--- config.mk ---
export PLATFORM = sky130hd
export DESIGN_NAME = ex_stage_fwd_alu
export DESIGN_NICKNAME = d
export VERILOG_FILES = /design/src/rtl/pipe_pkg.sv /design/src/rtl/alu64.sv /design/src/rtl/ex_stage_fwd_alu.sv
export SDC_FILE = /design/constraint.sdc
export NUM_CORES = 2
export LEC_CHECK = 0
export ABC_AREA = 1
export ABC_CLOCK_PERIOD_IN_PS = 6550
export CORE_MARGIN = 2
export CORE_UTILIZATION = 25
export DETAILED_ROUTE_END_ITERATION = 16
export GPL_TIMING_DRIVEN = 0
export RECOVER_POWER = 100
export SKIP_CTS_REPAIR_TIMING = 1
export SYNTH_ARGS = -nofsm -noshare
export SYNTH_HDL_FRONTEND = slang
export SYNTH_SLANG_ARGS = --single-unit
--- constraint.sdc ---
create_clock -name clk -period 6.55 [get_ports clk]
set_input_delay 0.9825 -clock clk [delete_from_list [all_inputs] [get_ports clk]]
set_output_delay 0.9825 -clock clk [all_outputs]
set_load 0.02 [all_outputs]
--- src/rtl/pipe_pkg.sv ---
// Shared constants for the 5-stage RV64 pipeline: datapath width, ALU op codes, forwarding selects.
// Latency: n/a (constants only).
// Backpressure: n/a.
package pipe_pkg;

  localparam int XLEN = 64;
  localparam int REGW = 5;

  // ALU operation codes carried in id_ex_alu_ctrl
  localparam logic [3:0] ALU_AND  = 4'b0000;
  localparam logic [3:0] ALU_OR   = 4'b0001;
  localparam logic [3:0] ALU_ADD  = 4'b0010;
  localparam logic [3:0] ALU_SLL  = 4'b0011;
  localparam logic [3:0] ALU_XOR  = 4'b0100;
  localparam logic [3:0] ALU_SRL  = 4'b0101;
  localparam logic [3:0] ALU_SUB  = 4'b0110;
  localparam logic [3:0] ALU_SRA  = 4'b0111;
  localparam logic [3:0] ALU_SLT  = 4'b1000;
  localparam logic [3:0] ALU_SLTU = 4'b1001;

  // Operand source selects; 2'b11 is unused and falls back to the register value
  localparam logic [1:0] FWD_REG = 2'b00;
  localparam logic [1:0] FWD_WB  = 2'b01;
  localparam logic [1:0] FWD_MEM = 2'b10;

endpackage

--- src/rtl/alu64.sv ---
// Combinational XLEN-bit ALU with zero flag.
// Latency: 0 cycles (pure combinational).
// Backpressure: none; output follows inputs.
//
// Ports:
//   i_op     ALU operation code (pipe_pkg ALU_*)
//   i_a/i_b  operands A and B
//   o_result result, modulo 2^XLEN; unknown op codes give 0
//   o_zero   high when o_result == 0
module alu64 #(
  parameter int XLEN = pipe_pkg::XLEN
) (
  input  logic [3:0]      i_op,
  input  logic [XLEN-1:0] i_a,
  input  logic [XLEN-1:0] i_b,
  output logic [XLEN-1:0] o_result,
  output logic            o_zero
);
  import pipe_pkg::*;

  localparam int SHW = $clog2(XLEN);

  logic [SHW-1:0] w_shamt;
  logic           w_lt_s;
  logic           w_lt_u;

  // Shifts only honour the low log2(XLEN) bits of operand B, as RV64 does.
  assign w_shamt = i_b[SHW-1:0];
  assign w_lt_s  = $signed(i_a) < $signed(i_b);
  assign w_lt_u  = i_a < i_b;

  always_comb begin
    o_result = '0;
    case (i_op)
      ALU_AND:  o_result = i_a & i_b;
      ALU_OR:   o_result = i_a | i_b;
      ALU_ADD:  o_result = i_a + i_b;
      ALU_SUB:  o_result = i_a - i_b;
      ALU_XOR:  o_result = i_a ^ i_b;
      ALU_SLL:  o_result = i_a << w_shamt;
      ALU_SRL:  o_result = i_a >> w_shamt;
      ALU_SRA:  o_result = XLEN'($signed(i_a) >>> w_shamt);
      ALU_SLT:  o_result = {{(XLEN-1){1'b0}}, w_lt_s};
      ALU_SLTU: o_result = {{(XLEN-1){1'b0}}, w_lt_u};
      default:  o_result = '0;
    endcase
  end

  assign o_zero = (o_result == '0);

endmodule

--- src/rtl/ex_stage_fwd_alu.sv ---
// Execute stage: operand forwarding from EX/MEM and MEM/WB, ALU, branch target, EX/MEM register.
// Latency: 1 cycle from ID/EX inputs to ex_mem_* outputs; forward_a/forward_b are combinational.
// Backpressure: none; the EX/MEM register loads every cycle, flush turns the slot into a bubble.
//
// Ports:
//   clk, rst              clock (rising edge), asynchronous active-low reset
//   id_ex_*               ID/EX register contents for the instruction in EX
//   flush                 clears the control bits captured at the next edge
//   mem_wb_*              write-back value/destination/enable for the MEM/WB forward path
//   ex_mem_*              registered results, destination and control bits
//   forward_a/forward_b   operand source selects (debug visibility)
module ex_stage_fwd_alu #(
  parameter int XLEN = pipe_pkg::XLEN,
  parameter int REGW = pipe_pkg::REGW
) (
  input  logic            clk,
  input  logic            rst,
  input  logic [XLEN-1:0] id_ex_pc,
  input  logic [XLEN-1:0] id_ex_rd1,
  input  logic [XLEN-1:0] id_ex_rd2,
  input  logic [XLEN-1:0] id_ex_imm,
  input  logic [REGW-1:0] id_ex_rs1,
  input  logic [REGW-1:0] id_ex_rs2,
  input  logic [REGW-1:0] id_ex_rd,
  input  logic [3:0]      id_ex_alu_ctrl,
  input  logic            id_ex_alusrc,
  input  logic            id_ex_branch,
  input  logic            id_ex_memread,
  input  logic            id_ex_memwrite,
  input  logic            id_ex_memtoreg,
  input  logic            id_ex_regwrite,
  input  logic            flush,
  input  logic [XLEN-1:0] mem_wb_data,
  input  logic [REGW-1:0] mem_wb_rd,
  input  logic            mem_wb_regwrite,
  output logic [XLEN-1:0] ex_mem_alu_result,
  output logic [XLEN-1:0] ex_mem_store_data,
  output logic [XLEN-1:0] ex_mem_pc,
  output logic            ex_mem_zero,
  output logic [REGW-1:0] ex_mem_rd,
  output logic            ex_mem_branch,
  output logic            ex_mem_memread,
  output logic            ex_mem_memwrite,
  output logic            ex_mem_memtoreg,
  output logic            ex_mem_regwrite,
  output logic [1:0]      forward_a,
  output logic [1:0]      forward_b
);
  import pipe_pkg::*;

  // EX/MEM pipeline register
  logic [XLEN-1:0] r_alu_result;
  logic [XLEN-1:0] r_store_data;
  logic [XLEN-1:0] r_pc;
  logic            r_zero;
  logic [REGW-1:0] r_rd;
  logic            r_branch;
  logic            r_memread;
  logic            r_memwrite;
  logic            r_memtoreg;
  logic            r_regwrite;

  logic [1:0]      w_fwd_a;
  logic [1:0]      w_fwd_b;
  logic [XLEN-1:0] w_op_a;
  logic [XLEN-1:0] w_fwd_rs2;
  logic [XLEN-1:0] w_op_b;
  logic [XLEN-1:0] w_alu_result;
  logic            w_alu_zero;
  logic [XLEN-1:0] w_br_target;

  // Younger producer (EX/MEM) is checked first so it wins over MEM/WB.
  // x0 is hard-wired zero and must never forward; a flushed slot has
  // regwrite cleared and so never matches either.
  always_comb begin
    w_fwd_a = FWD_REG;
    if (r_regwrite && (r_rd != '0) && (r_rd == id_ex_rs1))
      w_fwd_a = FWD_MEM;
    else if (mem_wb_regwrite && (mem_wb_rd != '0) && (mem_wb_rd == id_ex_rs1))
      w_fwd_a = FWD_WB;
  end

  always_comb begin
    w_fwd_b = FWD_REG;
    if (r_regwrite && (r_rd != '0) && (r_rd == id_ex_rs2))
      w_fwd_b = FWD_MEM;
    else if (mem_wb_regwrite && (mem_wb_rd != '0) && (mem_wb_rd == id_ex_rs2))
      w_fwd_b = FWD_WB;
  end

  always_comb begin
    w_op_a = id_ex_rd1;
    case (w_fwd_a)
      FWD_WB:  w_op_a = mem_wb_data;
      FWD_MEM: w_op_a = r_alu_result;
      default: w_op_a = id_ex_rd1;
    endcase
  end

  always_comb begin
    w_fwd_rs2 = id_ex_rd2;
    case (w_fwd_b)
      FWD_WB:  w_fwd_rs2 = mem_wb_data;
      FWD_MEM: w_fwd_rs2 = r_alu_result;
      default: w_fwd_rs2 = id_ex_rd2;
    endcase
  end

  // Forwarded rs2 feeds the store data even when B takes the immediate.
  assign w_op_b      = id_ex_alusrc ? id_ex_imm : w_fwd_rs2;
  assign w_br_target = id_ex_pc + (id_ex_imm << 1);

  alu64 #(.XLEN(XLEN)) u_alu (
    .i_op     (id_ex_alu_ctrl),
    .i_a      (w_op_a),
    .i_b      (w_op_b),
    .o_result (w_alu_result),
    .o_zero   (w_alu_zero)
  );

  always_ff @(posedge clk or negedge rst) begin
    if (!rst) begin
      r_alu_result <= '0;
      r_store_data <= '0;
      r_pc         <= '0;
      r_zero       <= 1'b0;
      r_rd         <= '0;
      r_branch     <= 1'b0;
      r_memread    <= 1'b0;
      r_memwrite   <= 1'b0;
      r_memtoreg   <= 1'b0;
      r_regwrite   <= 1'b0;
    end else begin
      r_alu_result <= w_alu_result;
      r_store_data <= w_fwd_rs2;
      r_pc         <= w_br_target;
      r_zero       <= w_alu_zero;
      r_rd         <= id_ex_rd;
      r_branch     <= id_ex_branch   & ~flush;
      r_memread    <= id_ex_memread  & ~flush;
      r_memwrite   <= id_ex_memwrite & ~flush;
      r_memtoreg   <= id_ex_memtoreg & ~flush;
      r_regwrite   <= id_ex_regwrite & ~flush;
    end
  end

  assign ex_mem_alu_result = r_alu_result;
  assign ex_mem_store_data = r_store_data;
  assign ex_mem_pc         = r_pc;
  assign ex_mem_zero       = r_zero;
  assign ex_mem_rd         = r_rd;
  assign ex_mem_branch     = r_branch;
  assign ex_mem_memread    = r_memread;
  assign ex_mem_memwrite   = r_memwrite;
  assign ex_mem_memtoreg   = r_memtoreg;
  assign ex_mem_regwrite   = r_regwrite;
  assign forward_a         = w_fwd_a;
  assign forward_b         = w_fwd_b;

endmodule

==> impl_results.html <==
<table>
<tr><th>Metric</th><th>Value</th></tr>
<tr><th colspan="2">GRT</th></tr>
<tr><td>Remaining global-route overflow</td><td>0</td></tr>
<tr><td>Vias in the first global route</td><td>46.8k</td></tr>
<tr><td>First-pass GRT wire length</td><td>451000 um</td></tr>
<tr><td>GR Util All Layers</td><td>0.480</td></tr>
<tr><td>Number of antenna violations at the first check in global routing</td><td>78</td></tr>
<tr><td>Pin count of the biggest net entering global routing</td><td>95</td></tr>
<tr><th colspan="2">STA</th></tr>
<tr><td>Final critical delay including setup and external delays</td><td>6.66 ns</td></tr>
<tr><td>Maximum clock skew at final layout</td><td>0.0611 ns</td></tr>
<tr><td>Achievable frequency</td><td>150 MHz</td></tr>
<tr><td>Least-Margin Pin Slew</td><td>2.70 ns</td></tr>
<tr><td>Final worst setup slack</td><td>-0.106 ns</td></tr>
<tr><td>Fin crit share</td><td>1.02</td></tr>
<tr><td>Hold Vio Cnt, Final</td><td>0</td></tr>
<tr><td>Normalized max-slew margin</td><td>-0.801</td></tr>
<tr><td>Number of slew-limit violations in the final report</td><td>231</td></tr>
<tr><td>Setup Viol. Count Final</td><td>1</td></tr>
<tr><td>Worst-case hold slack</td><td>0.566 ns</td></tr>
<tr><th colspan="2">Die</th></tr>
<tr><td>Number of rows created at floorplan</td><td>136</td></tr>
<tr><td>Number of ports placed on the die boundary</td><td>561</td></tr>
<tr><td>Die Span X</td><td>375 um</td></tr>
<tr><td>Placeable core area</td><td>0.137 sq mm</td></tr>
<tr><td>Height of the chip</td><td>375 um</td></tr>
<tr><td>Area of the die</td><td>0.141 sq mm</td></tr>
<tr><td>Effective utilization at floorplan</td><td>0.251</td></tr>
<tr><th colspan="2">CTS</th></tr>
<tr><td>Cts bufs inserted</td><td>26</td></tr>
<tr><td>Library cell used as clock root buffer</td><td>clkbuf_16</td></tr>
<tr><td>Clock-pin slew on the worst setup and hold paths</td><td>0.07 ns</td></tr>
<tr><td>Level count of the clock H-tree</td><td>1</td></tr>
<tr><td>CTS tree</td><td>done</td></tr>
<tr><td>Worst-Skew Late Latency</td><td>0.61 ns</td></tr>
<tr><td>Clock Sinks</td><td>203</td></tr>
<tr><td>Maximum root-to-sink buffer count</td><td>3</td></tr>
<tr><th colspan="2">Hold path</th></tr>
<tr><td>Startpoint of the tightest hold check path</td><td>ex_mem_alu_result[42]</td></tr>
<tr><td>Endpoint of the worst hold-timing path</td><td>ex_mem_store_data[42]</td></tr>
<tr><td>Min-delay worst type</td><td>reg2reg</td></tr>
<tr><td>Cell depth of the worst hold path</td><td>2</td></tr>
<tr><th colspan="2">Synth</th></tr>
<tr><td>Distinct cell type count of the synthesized netlist</td><td>68</td></tr>
<tr><td>Area share of the largest cell type after synthesis</td><td>0.163</td></tr>
<tr><td>Most area-consuming cells after synthesis</td><td>nand3_1, dfrtp_1, nand2_1</td></tr>
<tr><td>Flip-flop and latch count after synthesis</td><td>203</td></tr>
<tr><td>Number of enable-type register cells in the synthesized netlist</td><td>0</td></tr>
<tr><td>Most used flip-flop cell after synthesis</td><td>dfrtp_1</td></tr>
<tr><td>FFs w/ async S/R, synth</td><td>1.00</td></tr>
<tr><td>Number of instances in the synthesized netlist</td><td>5925</td></tr>
<tr><td>Synth warnings</td><td>0</td></tr>
<tr><td>Post-synth net total</td><td>6537</td></tr>
<tr><td>Post-synth top area cell</td><td>nand3_1</td></tr>
<tr><td>Sequential fraction of the synthesis area</td><td>0.147</td></tr>
<tr><td>Average cell area after synthesis</td><td>5.81 sq um</td></tr>
<tr><td>Total standard cell area after synthesis</td><td>0.0344 sq mm</td></tr>
<tr><th colspan="2">Run</th></tr>
<tr><td>Maximum capacitance violations</td><td>11</td></tr>
<tr><th colspan="2">Layout</th></tr>
<tr><td>Highest-count cells in the layout ignoring fill and taps</td><td>nand2_1, nand3_1, inv_1, clkdlybuf4s50_1, nor2_1</td></tr>
<tr><td>Commonest non-fill, non-tap cell in the layout</td><td>nand2_1</td></tr>
<tr><td>Relative area change from synthesis to final layout</td><td>41.5%</td></tr>
<tr><td># nets final</td><td>7216</td></tr>
<tr><td>Post-Layout Inst Area</td><td>0.0488 sq mm</td></tr>
<tr><td>Layout cells sized above 1</td><td>0.174</td></tr>
<tr><th colspan="2">Setup path</th></tr>
<tr><td>Critical path launch point</td><td>id_ex_alusrc</td></tr>
<tr><td>Worst path arrival time</td><td>7.13 ns</td></tr>
<tr><td>Type of destination of the critical path</td><td>register</td></tr>
<tr><td>Largest driver fanout on the critical path</td><td>10</td></tr>
<tr><td>Required arrival time at the worst endpoint</td><td>7.02 ns</td></tr>
<tr><td>Reg2Reg Depth</td><td>35</td></tr>
<tr><td>Reg2reg end</td><td>ex_mem_zero</td></tr>
<tr><td>Max incr delay on CP</td><td>0.67 ns</td></tr>
<tr><td>Flop2flop setup slack</td><td>0.20 ns</td></tr>
<tr><td>Critical-path top delay cell</td><td>clkdlybuf4s50_1</td></tr>
<tr><td>Startpoint of the worst register-to-register path</td><td>ex_mem_rd[1]</td></tr>
<tr><td>Crit Path Class</td><td>in2reg</td></tr>
<tr><td>CP startpoint kind</td><td>input pin</td></tr>
<tr><th colspan="2">Detailed routing</th></tr>
<tr><td>Average vias per placed instance</td><td>6.09</td></tr>
<tr><td>First drt pass iteration count</td><td>8</td></tr>
<tr><td>Iteration-0 DRC Markers</td><td>6976</td></tr>
<tr><td>Vias</td><td>51.5k</td></tr>
<tr><td>Total length of routed wires</td><td>356000 um</td></tr>
<tr><td>Routed length per instance</td><td>42.1 um</td></tr>
<tr><td>Number of design rule violations left after detail routing</td><td>0</td></tr>
<tr><td>Routed Antenna Nets</td><td>0</td></tr>
<tr><th colspan="2">Power</th></tr>
<tr><td>P_leak</td><td>22.2 nW</td></tr>
<tr><td>Peak supply drop</td><td>230 uV</td></tr>
<tr><td>Cell Pwr Density</td><td>204 mW/mm^2</td></tr>
<tr><td>Power consumption</td><td>0.00996 W</td></tr>
<tr><th colspan="2">Place</th></tr>
<tr><td>DPL Wire Length</td><td>300000 um</td></tr>
<tr><td>Number of port buffers</td><td>560</td></tr>
<tr><td>Cell Area, Placed</td><td>0.0424 sq mm</td></tr>
<tr><td>Routability congestion estimate</td><td>1.12</td></tr>
<tr><th colspan="2">Run status</th></tr>
<tr><td>Failing checks</td><td>capacitance limit, slew limit, setup timing</td></tr>
<tr><td>Result of the run</td><td>finished with violations</td></tr>
</table>
-- state kept, by name (all words and copies together) (netlist names) --
name               cells
ex_mem_zero            1
ex_mem_alu_result     64
ex_mem_memtoreg        1
ex_mem_regwrite        1
ex_mem_pc             64
ex_mem_rd              5
ex_mem_memread         1
ex_mem_branch          1
ex_mem_store_data     64
ex_mem_memwrite        1
-- cell type report --
class,count,area (sq um)
Clock inverter,15,300
Fill cell,15200,88400
Inverter,776,2950
Antenna cell,43,108
Sequential cell,203,5080
Multi-Input combinational cell,4654,28900
Buffer,245,1550
Clock buffer,33,717
Timing Repair Buffer,698,6920
Tap cell,1794,2240
-- worst max-delay path: cells and delay by family --
| kind | cells | cell delay [ns] |
|---|---|---|
| and+or+nand+nor | 19 | 3.01 |
| buffers and inverters | 8 | 2.51 |
| adders and majority gates | 1 | 0.31 |
| AOI/OAI and AO/OA | 2 | 0.24 |
-- synthesized netlist by cell type, drive strengths merged (2+ instances only) --
| library cell | count |
|---|---|
| a211oi | 13 |
| nor4 | 11 |
| nor2 | 546 |
| a2111oi | 2 |
| a221oi | 33 |
| a211o | 2 |
| o31ai | 2 |
| fa | 3 |
| o211a | 3 |
| clkinv | 16 |
| buf | 164 |
| clkbuf | 129 |
| o221ai | 16 |
| a21o | 15 |
| a21boi | 9 |
| xor2 | 55 |
| inv | 760 |
| o2111ai | 11 |
| nor3 | 46 |
| and3 | 7 |
| o211ai | 17 |
| o221a | 11 |
| or2 | 121 |
| o21bai | 18 |
| o22ai | 66 |
| a311oi | 2 |
| nand2 | 1191 |
| xnor2 | 35 |
| a21oi | 455 |
| o21a | 15 |
| nand3b | 69 |
| ha | 255 |
| nand3 | 1161 |
| nand4 | 46 |
| o311ai | 4 |
| a31oi | 56 |
| dfrtp | 203 |
| o21ai | 354 |
-- logic make-up (layout without fill, tap and decap cells) --
family | count (synthesis) | in the layout | share of synthesized area
fa+ha+maj | 258 | 258 | 0.0944
flops | 203 | 203 | 0.147
simple gates | 3200 | 3201 | 0.427
other cells | 0 | 43 | 0
compound gates | 1105 | 1105 | 0.183
buf+inv | 1069 | 1767 | 0.125
xor+xnor | 90 | 90 | 0.0229
-- through the flow --
stage	std cells	worst slack, ns	util	TNS (ns)
final	8461	-0.106	0.355	-0.106
after global routing	8435	-0.169	0.355	-0.169
after CTS	8332	-3.36	0.316	-106.64
after detailed placement	8284	-3.86	0.309	-140.15
after global placement	8279	-4.95	0.308	-1137.93
after floorplan	5925	1.15	-	0
-- how the worst max path moves through the flow --
stage	end	slack (ns)	cells past startpoint
after floorplan	ex_mem_zero	1.15	38
after global placement	ex_mem_store_data[59]	-4.95	1
after detailed placement	ex_mem_zero	-3.86	35
after CTS	ex_mem_zero	-3.36	35
after global routing	ex_mem_zero	-0.17	38
final	ex_mem_zero	-0.11	30
-- per-layer routing --
metal,global-route usage,vias up,wire length [um]
met5,0,-,217
met4,0.413,34,38600
met3,0.127,1135,36500
met2,0.727,3869,149000
met1,0.562,25200,131000
li1,-,21300,-
-- where the power goes --
| part | internal (W) | switching [W] |
|---|---|---|
| Clock | 0.00109 | 0.000688 |
| Sequential | 0.00143 | 0.000219 |
| Combinational | 0.00193 | 0.00460 |
| Total | 0.00445 | 0.00551 |
No activity file was read; power rests on OpenSTA's default activity.
